### src/rtl/mem_arb_pkg.sv
// Shared types and constants for the fetch/data memory arbiter.
// Access size encoding, FSM states and the default base address live here.
package mem_arb_pkg;

   localparam logic [31:0] MEM_ARB_BASE_ADDR = 32'h0100_0000;

   typedef enum logic [1:0] {
      SIZE_BYTE    = 2'd0,
      SIZE_HALF    = 2'd1,
      SIZE_WORD    = 2'd2,
      SIZE_ILLEGAL = 2'd3
   } size_e;

   typedef enum logic {
      IDLE   = 1'b0,
      RMW_WR = 1'b1
   } state_e;

   // True when the size code is illegal or the address is not naturally aligned.
   function automatic logic size_misaligned(input size_e size, input logic [1:0] lo);
      logic bad;
      bad = 1'b0;
      case (size)
         SIZE_BYTE:    bad = 1'b0;
         SIZE_HALF:    bad = lo[0];
         SIZE_WORD:    bad = (lo != 2'b00);
         default:      bad = 1'b1;
      endcase
      return bad;
   endfunction

endpackage

### src/rtl/lsu_align.sv
// Byte-lane alignment for the data port: extends loaded sub-words and
// merges sub-word store data into a previously read memory word.
module lsu_align
   import mem_arb_pkg::*;
#(
   parameter int DWIDTH = 32
) (
   input  logic [DWIDTH-1:0] rd_word,
   input  logic [1:0]        offset,
   input  size_e             size,
   input  logic              is_unsigned,
   input  logic [DWIDTH-1:0] wdata,
   output logic [DWIDTH-1:0] load_data,
   output logic [DWIDTH-1:0] merged_data
);

   logic [4:0]        lane_shift;
   logic [DWIDTH-1:0] shifted;
   logic [DWIDTH-1:0] lane_mask;

   assign lane_shift = {offset, 3'b000};
   assign shifted    = rd_word >> lane_shift;

   // Byte lanes follow the low address bits on both the load and store path.
   always_comb begin
      load_data = shifted;
      lane_mask = '1;
      case (size)
         SIZE_BYTE: begin
            load_data = {{(DWIDTH-8){~is_unsigned & shifted[7]}}, shifted[7:0]};
            lane_mask = DWIDTH'(8'hFF) << lane_shift;
         end
         SIZE_HALF: begin
            load_data = {{(DWIDTH-16){~is_unsigned & shifted[15]}}, shifted[15:0]};
            lane_mask = DWIDTH'(16'hFFFF) << lane_shift;
         end
         default: begin
            load_data = rd_word;
            lane_mask = '1;
         end
      endcase
   end

   assign merged_data = (rd_word & ~lane_mask) | ((wdata << lane_shift) & lane_mask);

endmodule

### src/rtl/mem_arbiter.sv
// Round-robin arbiter sharing one single-port memory between a fetch port
// and a data port; sub-word stores are done as read-modify-write.
module mem_arbiter
   import mem_arb_pkg::*;
#(
   parameter int                AWIDTH    = 32,
   parameter int                DWIDTH    = 32,
   parameter logic [AWIDTH-1:0] BASE_ADDR = AWIDTH'(MEM_ARB_BASE_ADDR)
) (
   input  logic              clk,
   input  logic              rst,
   input  logic              if_req_i,
   input  logic [AWIDTH-1:0] if_addr_i,
   output logic              if_gnt_o,
   output logic [DWIDTH-1:0] if_rdata_o,
   output logic              if_rvalid_o,
   input  logic              d_req_i,
   input  logic              d_we_i,
   input  logic [1:0]        d_size_i,
   input  logic              d_unsigned_i,
   input  logic [AWIDTH-1:0] d_addr_i,
   input  logic [DWIDTH-1:0] d_wdata_i,
   output logic              d_gnt_o,
   output logic [DWIDTH-1:0] d_rdata_o,
   output logic              d_rvalid_o,
   output logic              d_err_o,
   output logic [AWIDTH-1:0] mem_addr_o,
   output logic [DWIDTH-1:0] mem_data_o,
   output logic              mem_read_en_o,
   output logic              mem_write_en_o,
   input  logic [DWIDTH-1:0] mem_data_i,
   output logic              busy_o
);

   // Handshake: a requester holds req and payload until it sees gnt; gnt is a
   // combinational one-cycle pulse issued only in IDLE. Responses (rvalid) are
   // one-cycle pulses with no back-pressure; rdata holds between responses.

   state_e            state;
   logic              last_d;
   logic [AWIDTH-1:0] rmw_addr;
   logic [DWIDTH-1:0] rmw_data;
   size_e             d_size;
   logic              d_bad;
   logic              if_bad;
   logic              d_word_store;
   logic              pick_d;
   logic              grant_ok;
   logic [DWIDTH-1:0] load_data;
   logic [DWIDTH-1:0] merged_data;

   assign d_size       = size_e'(d_size_i);
   assign d_bad        = (d_addr_i < BASE_ADDR) || size_misaligned(d_size, d_addr_i[1:0]);
   assign if_bad       = (if_addr_i < BASE_ADDR) || (if_addr_i[1:0] != 2'b00);
   assign d_word_store = d_we_i && (d_size == SIZE_WORD);

   // last_d low means fetch was served last, so data wins a tie next.
   assign grant_ok = (state == IDLE) && !rst;
   assign pick_d   = d_req_i && (!if_req_i || !last_d);
   assign d_gnt_o  = grant_ok && pick_d;
   assign if_gnt_o = grant_ok && if_req_i && !pick_d;
   assign busy_o   = (state != IDLE);

   lsu_align #(
      .DWIDTH(DWIDTH)
   ) u_lsu_align (
      .rd_word     (mem_data_i),
      .offset      (d_addr_i[1:0]),
      .size        (d_size),
      .is_unsigned (d_unsigned_i),
      .wdata       (d_wdata_i),
      .load_data   (load_data),
      .merged_data (merged_data)
   );

   always_comb begin
      mem_read_en_o  = 1'b0;
      mem_write_en_o = 1'b0;
      mem_addr_o     = BASE_ADDR;
      mem_data_o     = '0;
      if (state == RMW_WR) begin
         // A reset landing on the write cycle cancels the write.
         if (!rst) begin
            mem_write_en_o = 1'b1;
            mem_addr_o     = rmw_addr;
            mem_data_o     = rmw_data;
         end
      end else if (if_gnt_o && !if_bad) begin
         mem_read_en_o = 1'b1;
         mem_addr_o    = if_addr_i;
      end else if (d_gnt_o && !d_bad) begin
         mem_addr_o = d_addr_i;
         if (d_word_store) begin
            mem_write_en_o = 1'b1;
            mem_data_o     = d_wdata_i;
         end else begin
            mem_read_en_o = 1'b1;
         end
      end
   end

   always_ff @(posedge clk) begin
      if (rst) begin
         state       <= IDLE;
         last_d      <= 1'b0;
         if_rvalid_o <= 1'b0;
         if_rdata_o  <= '0;
         d_rvalid_o  <= 1'b0;
         d_err_o     <= 1'b0;
         d_rdata_o   <= '0;
         rmw_addr    <= BASE_ADDR;
         rmw_data    <= '0;
      end else begin
         if_rvalid_o <= if_gnt_o;
         d_rvalid_o  <= 1'b0;
         d_err_o     <= 1'b0;
         if (if_gnt_o) begin
            last_d     <= 1'b0;
            if_rdata_o <= if_bad ? '0 : mem_data_i;
         end
         if (d_gnt_o) begin
            last_d <= 1'b1;
            if (d_bad) begin
               d_rvalid_o <= 1'b1;
               d_err_o    <= 1'b1;
               d_rdata_o  <= '0;
            end else if (!d_we_i) begin
               d_rvalid_o <= 1'b1;
               d_rdata_o  <= load_data;
            end else if (d_word_store) begin
               d_rvalid_o <= 1'b1;
            end else begin
               // Merge against the word read this cycle; written back next cycle.
               state    <= RMW_WR;
               rmw_addr <= d_addr_i;
               rmw_data <= merged_data;
            end
         end
         if (state == RMW_WR) begin
            state      <= IDLE;
            d_rvalid_o <= 1'b1;
         end
      end
   end

endmodule

### config.mk
export PLATFORM = sky130hd
export DESIGN_NAME = mem_arbiter
export DESIGN_NICKNAME = d
export VERILOG_FILES = /design/src/rtl/mem_arb_pkg.sv /design/src/rtl/lsu_align.sv /design/src/rtl/mem_arbiter.sv
export SDC_FILE = /design/constraint.sdc
export NUM_CORES = 1
export LEC_CHECK = 0
export ABC_AREA = 1
export BUFFER_PORTS_ARGS = -buffer_cell sky130_fd_sc_hd__buf_4
export CELL_PAD_IN_SITES_DETAIL_PLACEMENT = 1
export CELL_PAD_IN_SITES_GLOBAL_PLACEMENT = 1
export CORE_AREA = 2 2 156 158
export DETAILED_ROUTE_END_ITERATION = 8
export DIE_AREA = 0 0 158 160
export PLACE_DENSITY_LB_ADDON = 0.1
export SLEW_MARGIN = 40
export SYNTH_ARGS = -nofsm -noshare
export SYNTH_HDL_FRONTEND = slang
export SYNTH_HIERARCHICAL = 1
export SYNTH_SLANG_ARGS = --single-unit
### constraint.sdc
create_clock -name clk -period 1.9 [get_ports clk]
set_input_delay 0 -clock clk [delete_from_list [all_inputs] [get_ports clk]]
set_output_delay 0 -clock clk [all_outputs]
set_load 0.01 [all_outputs]
==> flow_summary.yaml <==
status:
  status: "complete, no violations"
min_path:
  worstHoldStart: "d_wdata_i[31]"
  hp-class: "input pin to flop"
timing:
  finalSetupViolCount: 0
  fin_crit_sh: 0.9698
  hold_viol: 0
  period_needed_ps: 1843
  tns_ps: 0
  final.setup.worst_slack_ps: 57.39
  drv_slew: 0
  worst_slew_pin_slew_ps: 790.2
  skew_ps: 10.52
  slew_headroom: 0.4732
  fmaxAchievable_mhz: 542.7
yosys:
  synth_edf_count: 0
  ys_seq_elements: 133
  yosysSeqAreaShare: 0.3372
  yosysMostFrequentCell: "nand2_1"
  synthCells: 1290
  synthTopCellsByCount: "381 x nand2_1, 220 x nand3_1, 133 x dfxtp_1, 115 x nor2_1, 113 x inv_1"
  yosys.area.top_type: "dfxtp_1"
  ys_warn_count: 6
  avgSynthCellArea_um2: 6.120
  yosysTopAreaCellShare: 0.3372
  synth_cell_types: 26
  syn_nets: 1426
  synthArstFlopShare: 0
  synth_flop_cell: "dfxtp_1"
  netlist_area_um2: 7895
  synth.top_cells.by_area: "dfxtp_1 34%, nand2_1 18%, nand3_1 14%, nor2_1 5.5%, a21oi_1 5.4%"
clocking:
  clockBufferDepth: 2
  cts_buffers: 17
  cts_tree: "yes"
  clk_pin_slew_ps: 60
  clock-sinks: 133
  clk_latency_ps: 430
  cts_root_buf: "clkbuf_16"
  cts-htree-levels: 4
floorplan:
  io_pins: 272
  die_h_um: 160
  die-area_um2: 25280
  die_w_um: 158
  rows: 57
  start_util: 0.3314
  coreArea_um2: 23820
global_routing:
  grt_pass1_wl_mm: 54.12
  grt_pass1_vias: 9801
  antenna_found_initial: 1
  grt_max_degree: 65
  grt_overflow: 0
  grt.total_usage: 0.2757
routing:
  postRouteWirelength_mm: 36.31
  first_iter_violations: 564
  firstDrtPassIters: 5
  via_per_inst: 5.125
  ant_nets: 0
  drc_errors: 0
  drt-wirelength-per-cell_um: 18.70
  vias: 9952
setup_path:
  cpLargestDelayFamily: "simple AND/OR/NAND/NOR gates"
  slowest_delay_ps: 340
  r2r_slack_ps: 230
  cp.required_ps: 1900
  reg2regPathDepth: 8
  critical_path.max_fanout: 9
  critical-path-slowest-cell: "dfxtp_2"
  cp.arrival_ps: 1840
  cp_common_cell: "buf_12"
  r2r-start: "busy_o"
  end_kind: "output pin"
  crit_cells: 9
  worst-path-buf-inv: 3
  critical_path_class: "flop to output pin"
  critPathLaunchType: "flop"
  cp-endpoint: "mem_addr_o[27]"
  crit_path_cell_trace: "nand2_2 -> nand2_1 -> nand3_2 -> nor2_4 -> buf_12 -> buf_12 -> nand3_1 -> o211ai_1 -> buf_4"
  reg2reg_to: "rmw_data[20]"
  crit_start: "last_d"
power_and_ir_drop:
  comb_power_share: 0.192
  ir_drop_v: 0.0005162
  switching_power_uw: 2287
  p_seq_frac: 0.373
  swShare: 0.2970
  power.internal_uw: 5412
  p_leak_uw: 0.005545
  clkPwrFrac: 0.435
  power_density_nw_per_um2: 655.8
placement:
  hpwl_mm: 24.75
  dp_slack_ps: 207.8
  io_buffer_count: 271
  gp_routability_congestion: 0.8802
finish:
  nets: 1741
  drive_gt1_frac: 0.2412
  final_util: 0.4929
  synthToLayoutAreaGrowth_pct: 48.70
  fill_cells: 3184
run:
  maxCapViolCount: 0
cell type report:
type / instances / area [µm²] / area share
Antenna cell: 1 / 2.502 / 0.0002132
Clock buffer: 18 / 429.2 / 0.03656
Clock inverter: 13 / 146.4 / 0.01247
Inverter: 124 / 485.5 / 0.04135
Multi-Input combinational cell: 943 / 4334 / 0.3692
Sequential cell: 133 / 2665 / 0.2270
Tap cell: 324 / 405.4 / 0.03453
Timing Repair Buffer: 386 / 3272 / 0.2787
cell usage in the layout, fill, tap and decap left out, types with 9 or more instances in the layout:
cell type | Yosys | layout
nand2_1 | 381 | 379
buf_4 | 5 | 304
nand3_1 | 220 | 220
dfxtp_1 | 133 | 131
inv_1 | 113 | 112
nor2_1 | 115 | 112
a21oi_1 | 85 | 84
o21ai_0 | 68 | 67
dlygate4sd3_1 | 0 | 67
o211ai_1 | 31 | 31
clkbuf_16 | 0 | 21
o21ai_1 | 9 | 10
inv_2 | 11 | 9
buf_12 | 0 | 9
routing by layer:
metal / GRT usage / vias up / part of all wire
met5: 0 / - / 0
met3: 0.05780 / 53 / 0.062
met4: 0.07944 / 0 / 0.024
met2: 0.4619 / 310 / 0.48
met1: 0.3564 / 4782 / 0.43
li1: - / 4807 / -
worst min path at each step:
| stage | to | slack (ps) | depth (start not counted) |
|---|---|---|---|
| final | rmw_data[31] | 10 | 7 |
| after global routing | last_d | 30 | 4 |
| after CTS | last_d | 1 | 4 |
| after detailed placement | rmw_addr[24] | 260 | 3 |
| after global placement | rmw_addr[16] | 250 | 3 |
| after floorplan | rmw_addr[24] | 110 | 2 |
kinds of logic after synthesis:
kind of cell	synth area share
and+or+nand+nor	0.4029
buffers and inverters	0.1190
AOI/OAI and AO/OA	0.1409
DFF	0.3372
timing repair:
item / in CTS / in global routing
resized for setup: 11 / 14
hold endpoints to repair: 69 / 0
buffers inserted: 1 / 9
endpoints found under the setup margin: 66 / 64
pin swaps: 2 / 9
gates cloned: 1 / 5
hold buffers: 67 / 0
state kept, by name, summed over array words and instances, names as in the netlist:
name	cells
d_rdata_o	32
d_err_o	1
if_rvalid_o	1
busy_o	1
last_d	1
d_rvalid_o	1
rmw_addr	32
if_rdata_o	32
rmw_data	32
worst min-delay path: stages:
cell	delay [ps]
buf_4	90
a21oi_1	50
nand2_1	50
nand2_1	40
nand2_1	50
nor2_1	40
nor2_1	80
power by group through the flow:
stage	sequential, µW	clock (µW)	combinational, µW
after global placement	2930	0	1280
after floorplan	2940	0	635
final	2870	3350	1480
after CTS	2870	3400	1430
after global routing	2880	3520	1610
after detailed placement	2940	0	1300
stage by stage:
step / total power [µW] / hold WS, ps / instance area, µm² / cells
after floorplan: 3577 / 113.2 / 7895 / 1290
after global placement: 4217 / 251.2 / 10190 / 1827
after detailed placement: 4233 / 257.3 / 10190 / 1827
after CTS: 7708 / 1.336 / 11500 / 1927
after global routing: 8009 / 27.49 / 11740 / 1942
final: 7700 / 13.33 / 11740 / 1942
Power figures use the tool's default switching activity.
